## src/rtl/mips_pkg.sv

```systemverilog
// Shared definitions for the MIPS front end: instruction field layout and fetch FSM states.
package mips_pkg;

    // Field widths
    localparam int unsigned OPC_W   = 6;
    localparam int unsigned REG_W   = 5;
    localparam int unsigned FUNCT_W = 6;
    localparam int unsigned IMM_W   = 16;
    localparam int unsigned TGT_W   = 26;

    // Field LSB positions within the 32-bit instruction word
    localparam int unsigned OPC_LSB   = 26;
    localparam int unsigned RS_LSB    = 21;
    localparam int unsigned RT_LSB    = 16;
    localparam int unsigned RD_LSB    = 11;
    localparam int unsigned SHAMT_LSB = 6;
    localparam int unsigned FUNCT_LSB = 0;
    localparam int unsigned IMM_LSB   = 0;
    localparam int unsigned TGT_LSB   = 0;

    // All-zero word decodes as sll $0,$0,0, i.e. a NOP
    localparam logic [31:0] NOP_INSTR = 32'h0000_0000;

    typedef enum logic [1:0] {
        StIdle,
        StReq,
        StHold
    } fetch_state_e;

endpackage

```

## src/rtl/fetch_skid_buf.sv

```systemverilog
// One-entry holding register for a fetched word (instr + pc4) that arrived while ID was stalled.
module fetch_skid_buf #(
    parameter int unsigned W = 32
) (
    input  logic         clk,
    input  logic         rst_n,
    input  logic         load,
    input  logic         clear,
    input  logic [31:0]  in_instr,
    input  logic [W-1:0] in_pc4,
    output logic         valid,
    output logic [31:0]  instr,
    output logic [W-1:0] pc4
);

    logic         valid_q;
    logic [31:0]  instr_q;
    logic [W-1:0] pc4_q;

    // Capture on load, empty on clear; clear wins if both are ever raised together
    always_ff @(posedge clk or negedge rst_n) begin
        if (!rst_n) begin
            valid_q <= 1'b0;
            instr_q <= '0;
            pc4_q   <= '0;
        end else if (clear) begin
            valid_q <= 1'b0;
        end else if (load) begin
            valid_q <= 1'b1;
            instr_q <= in_instr;
            pc4_q   <= in_pc4;
        end
    end

    assign valid = valid_q;
    assign instr = instr_q;
    assign pc4   = pc4_q;

endmodule

```

## src/rtl/if_id_stage.sv

```systemverilog
// Instruction fetch (single-outstanding req/ack) plus the IF/ID pipeline register.
// Optional build macro FETCH_STATS_EN adds stat_fetched / stat_stall_cycles counters.
module if_id_stage
    import mips_pkg::*;
#(
    parameter int unsigned        ADDR_W   = 32,
    parameter logic [ADDR_W-1:0]  RESET_PC = '0
) (
    input  logic              clk,
    input  logic              rst_n,
    output logic              imem_req,
    output logic [ADDR_W-1:0] imem_addr,
    input  logic              imem_ack,
    input  logic [31:0]       imem_rdata,
    input  logic              stall,
    input  logic              flush,
    input  logic              redirect_valid,
    input  logic [ADDR_W-1:0] redirect_pc,
    output logic              id_valid,
    output logic [31:0]       id_instr,
    output logic [ADDR_W-1:0] id_pc4,
    output logic [OPC_W-1:0]  id_opcode,
    output logic [REG_W-1:0]  id_rs,
    output logic [REG_W-1:0]  id_rt,
    output logic [REG_W-1:0]  id_rd,
    output logic [REG_W-1:0]  id_shamt,
    output logic [FUNCT_W-1:0] id_funct,
    output logic [IMM_W-1:0]  id_imm16,
    output logic [TGT_W-1:0]  id_target26
`ifdef FETCH_STATS_EN
    ,
    output logic [31:0]       stat_fetched,
    output logic [31:0]       stat_stall_cycles
`endif
);

    localparam logic [ADDR_W-1:0] PC_STEP = ADDR_W'(4);

    fetch_state_e      state_q, state_d;
    logic [ADDR_W-1:0] pc_q, pc_d;       // address of the next/current fetch
    logic [ADDR_W-1:0] addr_q, addr_d;   // address of the request on the bus, frozen until ack
    logic              discard_q, discard_d;
    logic              id_valid_q, id_valid_d;
    logic [31:0]       id_instr_q, id_instr_d;
    logic [ADDR_W-1:0] id_pc4_q, id_pc4_d;

    logic              accept;     // returned word is kept (pc advances)
    logic              launch;     // a new request starts next cycle
    logic              skid_load;
    logic              skid_clear;
    logic              skid_valid;
    logic [31:0]       skid_instr;
    logic [ADDR_W-1:0] skid_pc4;
    logic              ifid_fetched;

    fetch_skid_buf #(
        .W (ADDR_W)
    ) u_skid (
        .clk      (clk),
        .rst_n    (rst_n),
        .load     (skid_load),
        .clear    (skid_clear),
        .in_instr (imem_rdata),
        .in_pc4   (addr_q + PC_STEP),
        .valid    (skid_valid),
        .instr    (skid_instr),
        .pc4      (skid_pc4)
    );

    // Fetch FSM next state, PC, bus address and discard tracking
    always_comb begin
        state_d    = state_q;
        pc_d       = pc_q;
        addr_d     = addr_q;
        discard_d  = discard_q;
        accept     = 1'b0;
        launch     = 1'b0;
        skid_load  = 1'b0;
        skid_clear = 1'b0;
        unique case (state_q)
            StIdle: begin
                state_d = StReq;
                launch  = 1'b1;
            end
            StReq: begin
                if (imem_ack) begin
                    discard_d = 1'b0;
                    launch    = 1'b1;
                    // A word already orphaned by a redirect, or racing one, is dropped
                    if (!discard_q && !redirect_valid) begin
                        accept = 1'b1;
                        pc_d   = pc_q + PC_STEP;
                        if (stall && !flush) begin
                            skid_load = 1'b1;
                            state_d   = StHold;
                            launch    = 1'b0;
                        end
                    end
                end else if (redirect_valid) begin
                    discard_d = 1'b1;
                end
            end
            StHold: begin
                if (flush || !stall) begin
                    skid_clear = 1'b1;
                    state_d    = StReq;
                    launch     = 1'b1;
                end
            end
            default: state_d = StIdle;
        endcase
        if (redirect_valid) begin
            pc_d = redirect_pc & ~ADDR_W'(3);
        end
        if (launch) begin
            addr_d = pc_d;
        end
    end

    // IF/ID register next state: flush beats stall, stall holds, otherwise load or bubble
    always_comb begin
        id_valid_d   = id_valid_q;
        id_instr_d   = id_instr_q;
        id_pc4_d     = id_pc4_q;
        ifid_fetched = 1'b0;
        if (flush) begin
            id_valid_d = 1'b0;
            id_instr_d = NOP_INSTR;
        end else if (!stall) begin
            if (state_q == StHold && skid_valid) begin
                id_valid_d   = 1'b1;
                id_instr_d   = skid_instr;
                id_pc4_d     = skid_pc4;
                ifid_fetched = 1'b1;
            end else if (accept) begin
                id_valid_d   = 1'b1;
                id_instr_d   = imem_rdata;
                id_pc4_d     = addr_q + PC_STEP;
                ifid_fetched = 1'b1;
            end else begin
                id_valid_d = 1'b0;
                id_instr_d = NOP_INSTR;
            end
        end
    end

    // Fetch and IF/ID state registers
    always_ff @(posedge clk or negedge rst_n) begin
        if (!rst_n) begin
            state_q    <= StIdle;
            pc_q       <= RESET_PC;
            addr_q     <= RESET_PC;
            discard_q  <= 1'b0;
            id_valid_q <= 1'b0;
            id_instr_q <= NOP_INSTR;
            id_pc4_q   <= '0;
        end else begin
            state_q    <= state_d;
            pc_q       <= pc_d;
            addr_q     <= addr_d;
            discard_q  <= discard_d;
            id_valid_q <= id_valid_d;
            id_instr_q <= id_instr_d;
            id_pc4_q   <= id_pc4_d;
        end
    end

    assign imem_req  = (state_q == StReq);
    assign imem_addr = addr_q;
    assign id_valid  = id_valid_q;
    assign id_instr  = id_instr_q;
    assign id_pc4    = id_pc4_q;

    assign id_opcode   = id_instr_q[OPC_LSB +: OPC_W];
    assign id_rs       = id_instr_q[RS_LSB +: REG_W];
    assign id_rt       = id_instr_q[RT_LSB +: REG_W];
    assign id_rd       = id_instr_q[RD_LSB +: REG_W];
    assign id_shamt    = id_instr_q[SHAMT_LSB +: REG_W];
    assign id_funct    = id_instr_q[FUNCT_LSB +: FUNCT_W];
    assign id_imm16    = id_instr_q[IMM_LSB +: IMM_W];
    assign id_target26 = id_instr_q[TGT_LSB +: TGT_W];

`ifdef FETCH_STATS_EN
    logic [31:0] stat_fetched_q;
    logic [31:0] stat_stall_q;

    // Free-running wrap-around counters of IF/ID loads and stalled live cycles
    always_ff @(posedge clk or negedge rst_n) begin
        if (!rst_n) begin
            stat_fetched_q <= '0;
            stat_stall_q   <= '0;
        end else begin
            if (ifid_fetched) begin
                stat_fetched_q <= stat_fetched_q + 32'd1;
            end
            if (stall && id_valid_q) begin
                stat_stall_q <= stat_stall_q + 32'd1;
            end
        end
    end

    assign stat_fetched      = stat_fetched_q;
    assign stat_stall_cycles = stat_stall_q;
`else
    logic unused_fetched;
    assign unused_fetched = ifid_fetched;
`endif

endmodule

```

## config.mk

```make
export PLATFORM = sky130hd
export DESIGN_NAME = if_id_stage
export DESIGN_NICKNAME = d
export VERILOG_FILES = /design/src/rtl/mips_pkg.sv /design/src/rtl/fetch_skid_buf.sv /design/src/rtl/if_id_stage.sv
export SDC_FILE = /design/constraint.sdc
export NUM_CORES = 1
export LEC_CHECK = 0
export CORE_MARGIN = 3
export CORE_UTILIZATION = 54
export CTS_BUF_LIST = sky130_fd_sc_hd__clkbuf_8 sky130_fd_sc_hd__clkbuf_16
export DETAILED_ROUTE_END_ITERATION = 8
export GPL_TIMING_DRIVEN = 0
export PLACE_DENSITY = 0.85
export SLEW_MARGIN = 15
export SYNTH_ARGS = -nofsm -noshare
export SYNTH_HDL_FRONTEND = slang
export SYNTH_SLANG_ARGS = --single-unit
```

## constraint.sdc

```tcl
create_clock -name clk -period 4.3 [get_ports clk]
set_input_delay 0.645 -clock clk [delete_from_list [all_inputs] [get_ports clk]]
set_output_delay 0.645 -clock clk [all_outputs]
set_load 0.1 [all_outputs]
```

==> metrics.txt <==
status=completed; Post-CTS Setup Repair Bufs=0; Setup Total Neg Slack=0 ns; Post-CTS Resized=0; leakage=5.556 nW; top cell type's share of synthesized area=50.65%; Clock Tree Buf Depth=2; Clock Latency Late Sink=about 0.43 ns; wire length per cell=18.21 um; Synth Register Bits=197; critical setup path kind=input pin to flip-flop; Netlist cell types=48; DP HPWL=19560 um; Overflow after GRT=0; TritonCTS buffer count=17; area grow syn2layout=34.23%; Highest Clock Rate=0.2747 GHz; CTS Hold Bufs=0; Synth area leaders=dfrtp_1 51%, mux2_2 8.6%, buf_4 5.9%; Syn Inst Count=935; fin crit period=3.640 ns; ANT nets after route=0; number of global-route vias before repair=8150; Initial Util=55.69%; die width=approximately 140 um; H-tree Lvls=4; RR Startpoint=discard_q; Hold WC Path Type=input pin to asynchronous set/reset pin; worst slew pin tran=around 1.0 ns; DRT Pass-1 Iters=5; Worst setup EP type=flip-flop; fin worst setup slack=0.6602 ns; Seq/Total Area, Yosys=50.65%; Mapped Area=0.009733 sq mm; DP Area=~0.012 sq mm; Final Max Tran Viols=0; dpl ws=0.2941 ns; DRC=0; DR vias=8143; row cnt=48; final hold viol count=0; power consumption=around 7 mW; Cell Pwr Density=about 540 mW/mm^2; CP Max Fanout=10; Routed WL=26090 um; initial antenna violation count=2; global-route wire length before repair=42530 um; share of cells above drive strength 1=16.00%; largest net degree at the start of global routing=between 100 and 150; post-synth top area cell=dfrtp_1; reg-to-reg setup timing slack=approximately 1 ns; core area=roughly 0.017 sq mm; CTS tree=yes; RePlAce Congestion=0.8834; Final Skew=0.009790 ns; worst path arrival time=3.95 ns; Die ar.=0.01967 sq mm; Slew headroom=between 20 and 30%; Avg Synthesized Cell Area=10.41 sq um; Vias/cell=5.682; Req. time, crit path=about 4.6 ns; Setup crit start=imem_ack; ys async rst share=100.0%; post-route cell area=0.01307 sq mm; max_cap viols=0; Synth Flop Type=dfrtp_1; Die H=140.3 um; Global Route Usage Sum=26.68%; number of flops mapped to enable cells by yosys=0; Clock Sinks=197; unrepaired setup endpoints after global routing=false; Max VDD drop=about 0.4 mV; synth warn=0; NumNets Final=1265; # port buffers=238; crit share post-route=84.65%; clk slew on worst S/H paths=approximately 0.070 ns; Starting DRT DRC Count=486; Final setup viols=0; syn nets=between 1k and 1.5k; crit path launch type=input pin; root buf cell=clkbuf_16; Ports=242; hold_ws=~0.24 ns
cells in the final DEF (no fill, tap or decap), drive strengths merged, types with 4 or more instances in the layout:
cell / synthesis / final
inv: 11 / 15
clkinv: 0 / 4
a31oi: 6 / 6
nor2b: 35 / 35
or4: 5 / 5
nand2: 74 / 74
dfrtp: 197 / 197
nand4b: 4 / 4
a221oi: 32 / 32
buf: 86 / 88
clkbuf: 47 / 67
a21oi: 25 / 25
a221o: 4 / 4
nor4: 14 / 14
mux2: 75 / 75
xnor2: 36 / 36
a22oi: 12 / 12
o2bb2ai: 9 / 9
nor2: 41 / 41
clkdlybuf4s50: 0 / 237
nand4: 21 / 21
and3: 17 / 17
a211o: 5 / 5
nand3: 20 / 20
o31ai: 6 / 6
nor3: 50 / 50
o21ai: 62 / 62
xor2: 13 / 13
per-layer routing:
layer / up-vias / track usage (%) / part of all wire, %
met5: - / 0 / 0
met2: 334 / 47.00 / 52
li1: 3799 / - / -
met3: 30 / 5.053 / 6.9
met4: 0 / 8.261 / 1.6
met1: 3980 / 33.36 / 40
final cells by class:
class / instances / area [sq um]
buffer: 133 / 803.3
fill: 1245 / 4412
tap: 225 / 281.5
clock inverter: 12 / 163.9
antenna: 2 / 5.005
inverter: 11 / 41.29
multi-input combinational: 594 / 3959
clock buffer: 20 / 466.7
timing repair buffer: 239 / 2415
sequential: 197 / 4930
worst max-delay path: stages:
cell	delay [ns]
clkdlybuf4s50_1	0.57
or3b_1	0.38
buf_6	0.15
nor2_1	0.79
nand2_1	0.32
clkbuf_1	0.36
buf_1	0.37
mux2_2	0.36
registers in the layout, indices dropped and copies added, names as in the netlist:
name          cells
u_skid.instr     32
id_pc4           32
pc_q             32
u_skid.pc4       32
id_valid          1
state_q           2
imem_addr        32
discard_q         1
id_instr         32
u_skid.valid      1
cells by family (layout without fill, tap and decap cells):
| logic type | count (synthesis) | in the layout | synth area share, % |
|---|---|---|---|
| simple gates | 296 | 296 | 15.50 |
| flops | 197 | 197 | 50.65 |
| compound gates | 170 | 170 | 11.58 |
| buf+inv | 144 | 415 | 8.677 |
| mux | 77 | 77 | 8.921 |
| xor+xnor | 49 | 49 | 4.409 |
| fa+ha+maj | 2 | 2 | 0.2571 |
| other cells | 0 | 2 | 0 |
cell usage after synthesis, types with 3 or more instances:
cell type  count
dfrtp_1      197
buf_4         76
mux2_2        74
nand2_1       74
o21ai_0       61
nor3_1        50
clkbuf_1      47
nor2_1        41
xnor2_1       36
nor2b_1       35
a221oi_1      32
a21oi_1       25
nand4_1       21
nand3_1       20
and3_1        17
nor4_1        14
xor2_1        13
a22oi_1       12
inv_1         11
o2bb2ai_1      9
a31oi_1        6
o31ai_1        6
a211o_1        5
buf_1          5
a221o_1        4
nand4b_1       4
or4_1          4
and2_1         3
and4_1         3
buf_2          3
nand2b_1       3
path summary, 6_finish.rpt:
path,endpoint,cells after the start
max,u_skid.pc4[8],8
min,imem_addr[6],1
max reg2reg,u_skid.pc4[8],7
min reg2reg,u_skid.pc4[13],2
max in group asynchronous,u_skid.instr[6],2
min in group clk,u_skid.pc4[13],2
metrics by stage:
step | utilization, % | instances
2_1_floorplan | - | 935
3_3_place_gp | 70.93 | 1398
3_5_place_dp | 71.12 | 1399
4_1_cts | 74.73 | 1431
5_1_grt | 74.76 | 1433
6_report | 74.76 | 1433
where the power goes:
| part | internal (mW) | switching, mW |
|---|---|---|
| Sequential | 2.23 | 0.318 |
| Clock | 0.973 | 0.711 |
| Combinational | 0.765 | 2.03 |
| Total | 3.97 | 3.06 |
Note: power is estimated with default switching activity, not from simulation.
